<file path="src/rtl/serial_adder.sv">
// Bit-serial LSB-first adder: one full-adder slice and a carry flop reused each clock, {cout,sum} = a + b + cin.
// Latency: start accepted at edge E0, done pulses in the cycle after edge E0+WIDTH; busy high for WIDTH cycles.
// Backpressure: start is ignored while busy; it is accepted in IDLE or in the DONE cycle, so back-to-back results arrive every WIDTH+1 cycles.
module serial_adder #(
    parameter int WIDTH = 8
) (
    input  logic             clk,
    input  logic             rst_n,
    input  logic             start,
    input  logic [WIDTH-1:0] a,
    input  logic [WIDTH-1:0] b,
    input  logic             cin,
    output logic             busy,
    output logic             done,
    output logic [WIDTH-1:0] sum,
    output logic             cout
);

    localparam int CW = (WIDTH > 1) ? $clog2(WIDTH) : 1;
    localparam logic [CW-1:0] LAST_BIT = CW'(WIDTH - 1);

    typedef enum logic [1:0] {
        IDLE = 2'd0,
        RUN  = 2'd1,
        DONE = 2'd2
    } state_t;

    state_t           state;
    state_t           state_next;

    logic [WIDTH-1:0] a_sr;
    logic [WIDTH-1:0] b_sr;
    logic [WIDTH-1:0] res_sr;
    logic             carry;
    logic [CW-1:0]    cnt;

    logic             accept;
    logic             last;
    logic             s;
    logic             carry_next;
    logic             busy_next;
    logic             done_next;

    // A new operation can only be taken when no addition is in flight.
    assign accept = start && (state != RUN);
    assign last   = (state == RUN) && (cnt == LAST_BIT);

    // The single full-adder slice working on the current LSBs.
    always_comb begin
        s          = a_sr[0] ^ b_sr[0] ^ carry;
        carry_next = (a_sr[0] & b_sr[0]) | (a_sr[0] & carry) | (b_sr[0] & carry);
    end

    // State register.
    always_ff @(posedge clk or negedge rst_n) begin
        if (!rst_n) begin
            state <= IDLE;
        end else begin
            state <= state_next;
        end
    end

    // Next-state logic: DONE behaves like IDLE for start so operations can run back-to-back.
    always_comb begin
        state_next = state;
        case (state)
            IDLE:    state_next = start ? RUN : IDLE;
            RUN:     state_next = last ? DONE : RUN;
            DONE:    state_next = start ? RUN : IDLE;
            default: state_next = IDLE;
        endcase
    end

    // Output decode from the next state, so busy/done can be registered without a comb path to the ports.
    always_comb begin
        busy_next = (state_next == RUN);
        done_next = (state_next == DONE);
    end

    // Registered status flags.
    always_ff @(posedge clk or negedge rst_n) begin
        if (!rst_n) begin
            busy <= 1'b0;
            done <= 1'b0;
        end else begin
            busy <= busy_next;
            done <= done_next;
        end
    end

    // Datapath: load operands on accept, then shift one bit per cycle; publish result on the last bit only.
    always_ff @(posedge clk or negedge rst_n) begin
        if (!rst_n) begin
            a_sr   <= '0;
            b_sr   <= '0;
            res_sr <= '0;
            carry  <= 1'b0;
            cnt    <= '0;
            sum    <= '0;
            cout   <= 1'b0;
        end else if (accept) begin
            a_sr  <= a;
            b_sr  <= b;
            carry <= cin;
            cnt   <= '0;
        end else if (state == RUN) begin
            a_sr   <= a_sr >> 1;
            b_sr   <= b_sr >> 1;
            res_sr <= {s, res_sr[WIDTH-1:1]};
            carry  <= carry_next;
            cnt    <= cnt + CW'(1);
            if (last) begin
                sum  <= {s, res_sr[WIDTH-1:1]};
                cout <= carry_next;
            end
        end
    end

endmodule

</file>
<file path="config.mk">
export PLATFORM = sky130hd
export DESIGN_NAME = serial_adder
export DESIGN_NICKNAME = d
export VERILOG_FILES = /design/src/rtl/serial_adder.sv
export SDC_FILE = /design/constraint.sdc
export NUM_CORES = 1
export LEC_CHECK = 0
export BUFFER_PORTS_ARGS = -buffer_cell sky130_fd_sc_hd__clkbuf_2
export CAP_MARGIN = 15
export CORE_UTILIZATION = 50
export DETAILED_ROUTE_END_ITERATION = 10
export PLACE_DENSITY = 0.75
export SETUP_SLACK_MARGIN = 0.5
export SLEW_MARGIN = 10
export SYNTH_ARGS = -nofsm -noshare
export SYNTH_HDL_FRONTEND = slang
export SYNTH_SLANG_ARGS = --single-unit
export TNS_END_PERCENT = 1
</file>
<file path="constraint.sdc">
create_clock -name clk -period 1.6 [get_ports clk]
set_input_delay 0.32 -clock clk [delete_from_list [all_inputs] [get_ports clk]]
set_output_delay 0.32 -clock clk [all_outputs]
set_load 0.02 [all_outputs]
</file>
Word-level counts from Yosys, hierarchy flattened
Index checks and enable logic that the tools add are counted.
- equal/unequal tests: 6
- bitwise logic cells: 8
- $add $sub $neg: 1
- reductions and logical operators: 7
- muxes and demuxes: 11
- operators by type and width (operator ; number):
    $mux W8 ; 4
    $mux W3 ; 2
    $eq A2 B1 Y1 const B ; 2
    $eq A2 B2 Y1 const B ; 2
    $pmux W2 S2 ; 1
    $add A3 B1 Y3 const B ; 1
    $and A1 B1 Y1 ; 3
    $eq A3 B3 Y1 const B ; 1
    $mux W1 ; 3
    $reduce_and A3 Y1 ; 1
    $logic_and A1 B1 Y1 ; 2
    $logic_not A2 Y1 ; 1
    $mux W2 ; 1
    $ne A2 B1 Y1 const B ; 1
    $or A1 B1 Y1 ; 2
    $reduce_and A2 Y1 ; 1
    $reduce_bool A2 Y1 ; 1
    $reduce_or A2 Y1 ; 1
    $xor A1 B1 Y1 ; 2
    $not A1 Y1 ; 1
- word-level logic and storage cells: 43
- input port bits: 20
- output and inout bits: 11
- flip-flop bits (word level): 41

Longest topological paths before layout
- depth in word-level cells: 5
- mapped depth: 5
- gate-level depth less buffers: 4

Worst setup path after synthesis
OpenSTA, ideal clock, no wires.
- path type: register to register
- start: register cnt[0]
- end: register cout
- buffers on the path: 1
- period minus slack after synthesis: 1.525 ns
- cell stages (with the launch flop): 6
- data required time: 1.475 ns
- setup slack: 0.075 ns
- setup time: 0.125 ns
- arrival time: 1.400 ns
- path through: dfrtp_1 -> ha_1 -> ha_1 -> nand3b_1 -> buf_2 -> mux2_2
- word-level cells in the longest chain between the ends: 3
- RTL lines (element ; RTL line ; text):
    from (decl) ; 35 ; logic [CW-1:0] cnt;
    from (signal assigned) ; 111 ; cnt <= cnt + CW'(1);
    $eq A3 B3 Y1 ; 46 ; assign last = (state == RUN) && (cnt == LAST_BIT);
    $logic_and A1 B1 Y1 ; 46 ;
    $reduce_and A3 Y1 (no source line) ; n/a ;
    to (signal assigned) ; 114 ; cout <= carry_next;
    to (decl) ; 16 ; output logic cout
No other way between the ends.
A chain may end at the register's enable or synchronous reset.

Worst setup path in the final report
- start: register cnt[1]
- end: register sum[2]
- word-level cells in the longest chain between the ends: 3
- RTL lines (element ; RTL line ; text):
    $eq A3 B3 Y1 ; 46 ;
    $logic_and A1 B1 Y1 ; 46 ;
    $reduce_and A3 Y1 (no source line) ; n/a ;
    to (signal assigned) ; 113 ; sum <= {s, res_sr[WIDTH-1:1]};
    to (decl) ; 15 ; output logic [WIDTH-1:0] sum,
No other way between the ends.

==> out/metrics.cfg <==
[global_route]
grt_max_degree = 41
grt_pass1_vias = 1013
grt_use_met1_pct = 21.63
gr-usage-met2_pct = 25.95
antenna_found_initial = 0
grt_pass1_wl_mm = 4.892
track_usage_pct = 16.59
busiest_layer = met2
grt-ovfl-total = 0
grtUsageMet3_pct = 6.204

[place]
post-place-ws_ps = 124.4
port_buffers = 30
gp_congestion = 0.6553
hpwl_mm = 2.068
place_area_um2 = 2103

[critical_path]
worstPathRequired_ps = 1780
rrSetupSlack_ps = 120
critical_path.max_fanout = 11
crit_type = register to register
rr_endpoint = sum[2]
r2r-start = cnt[1]
reg2reg_depth = 5
startpoint_type = register
arrival_ps = 1660
endpoint_kind = register

[route]
drc = 0
wire_per_inst_um = 14.87
first_pass_iters = 5
vias = 991
routed_via_density = 5.056
routed_wl_mm = 2.914
drt-initial-drc-count = 18
ant_nets = 0

[yosys]
synthTopCellsByArea = dfrtp_1 (54%), mux2_4 (22%), mux2_2 (10%)
synthDominantCellAreaShare_pct = 54.13
syn_area_um2 = 1849
synth_top_area_cell = dfrtp_1
synth_nets = 136
avgSynthCellArea_um2 = 16.37
synth-warning-count = 0
ys_seq_area_share_pct = 54.13
syn_inst = 113
ys_types = 15
synth_seq_cells = 40

[timing]
final_hold_viol_count = 0
setup_viol = 0
worstMarginPinSlew_ps = 484.1
rsz0062_at_grt = true
worst_slack_ps = 122.6
finalSetupTns_ps = 0
clock_skew_ps = 7.787
layout_worst_path_cycle_share_pct = 92.34
fmax_mhz = 676.9
slew_headroom_pct = 67.72
fin_crit_ps = 1477
slew_violations = 0

[clocking]
cts_buffers = 5
cts_tree = yes
cts_buffer_depth = 2
clkTransAtPathRegs_ps = 70
cts.sinks = 40
cts_setup_buffers = 0
cts_resized = 0
htreeDepth = 2
cts-root-buf = clkbuf_8
clkLatencyLatePin_ps = 290

[floorplanning]
die_height_um = 62.82
die_x_um = 62.82
coreArea_um2 = 3442
ios = 31
rows = 21
die-area_um2 = 3946
floorplan.initialDensity_pct = 53.73

[layout]
layout-drive-gt1-share_pct = 58.67
fin_area_um2 = 2211
fin_nets = 172
layout_common_cells = dfrtp_1 (40), mux2_4 (35), clkbuf_2 (30)
diodes = 0
final_common_cell = dfrtp_1
area_growth_pct = 19.55

[power_and_ir_drop]
total_power_uw = 4383
cellPowerDensity_nw_per_um2 = 1982
vdd.ir_drop.worst_v = 0.0009085
p_leak_uw = 0.001140

[outcome]
status = finished clean

[run]
drv_cap = 0

[hold_path]
hold_path_class = input port to async pin

## critical path, stage by stage (launching register included)
cell and delay, ps:
dfrtp_1 390, ha_2 200, ha_4 160, nand3b_1 130, buf_12 160, mux2_2 330
## cells by family after synthesis
kind of cell | share of synthesized area [%]
buffers and inverters | 3.924
and+or+nand+nor | 2.504
AOI/OAI and AO/OA | 0.6765
adders and majority gates | 2.436
DFF | 54.13
muxes | 36.33
## synthesized netlist by cell type, drive strengths merged
master	count
o22ai	2
nand3b	1
ha	2
mux2i	3
nor2b	3
dfrtp	40
nor2	2
mux2	48
inv	3
nand2b	2
buf	6
fa	1
## flip-flops by register name, indices dropped and copies added, names as in the netlist
register	cells
a_sr	8
b_sr	8
busy	1
carry	1
cnt	3
cout	1
done	1
res_sr	7
state	2
sum	8
## routing by layer
layer	up-vias	wire (µm)	part of all wire, %
met2	23	1432	49
met3	6	124	4.3
met4	0	38	1.3
li1	465	-	-
met5	-	0	0
met1	497	1318	45
## repair_timing
action	in CTS	in global routing
endpoints found under the setup margin	47	49
pin swaps	0	0
hold buffers	0	0
## power by group
group	switching [µW]	internal [µW]
clock network	328	462
registers	279	1480
logic	712	1120
## worst max path at each step
stage,start,endpoint,slack (ps),depth (start not counted)
after global routing,cnt[0],sum[2],70,5
final,cnt[1],sum[2],120,5
after CTS,cnt[1],sum[2],120,5
after floorplan,cnt[0],cout,200,5
after global placement,cnt[0],sum[2],160,5
after detailed placement,cnt[0],sum[2],120,5
## metrics by stage
step	instances	hold WS [ps]	utilization, %
2_1_floorplan	113	24.41	-
3_3_place_gp	188	396.8	61.11
3_5_place_dp	188	404.3	61.11
4_1_cts	196	89.62	64.23
5_1_grt	196	119.4	64.23
6_report	196	70.76	64.23
## area by class of cell
| type | count | area, µm² |
|---|---|---|
| flip-flops and latches | 40 | 1001 |
| clock inverters | 2 | 35.03 |
| clock buffers | 6 | 72.57 |
| multi-input cells | 64 | 820.8 |
| repair buffers | 35 | 212.7 |
| inverters | 3 | 11.26 |
| fillers | 259 | 1231 |
| well taps | 46 | 57.56 |
Power figures use the tool's default switching activity.
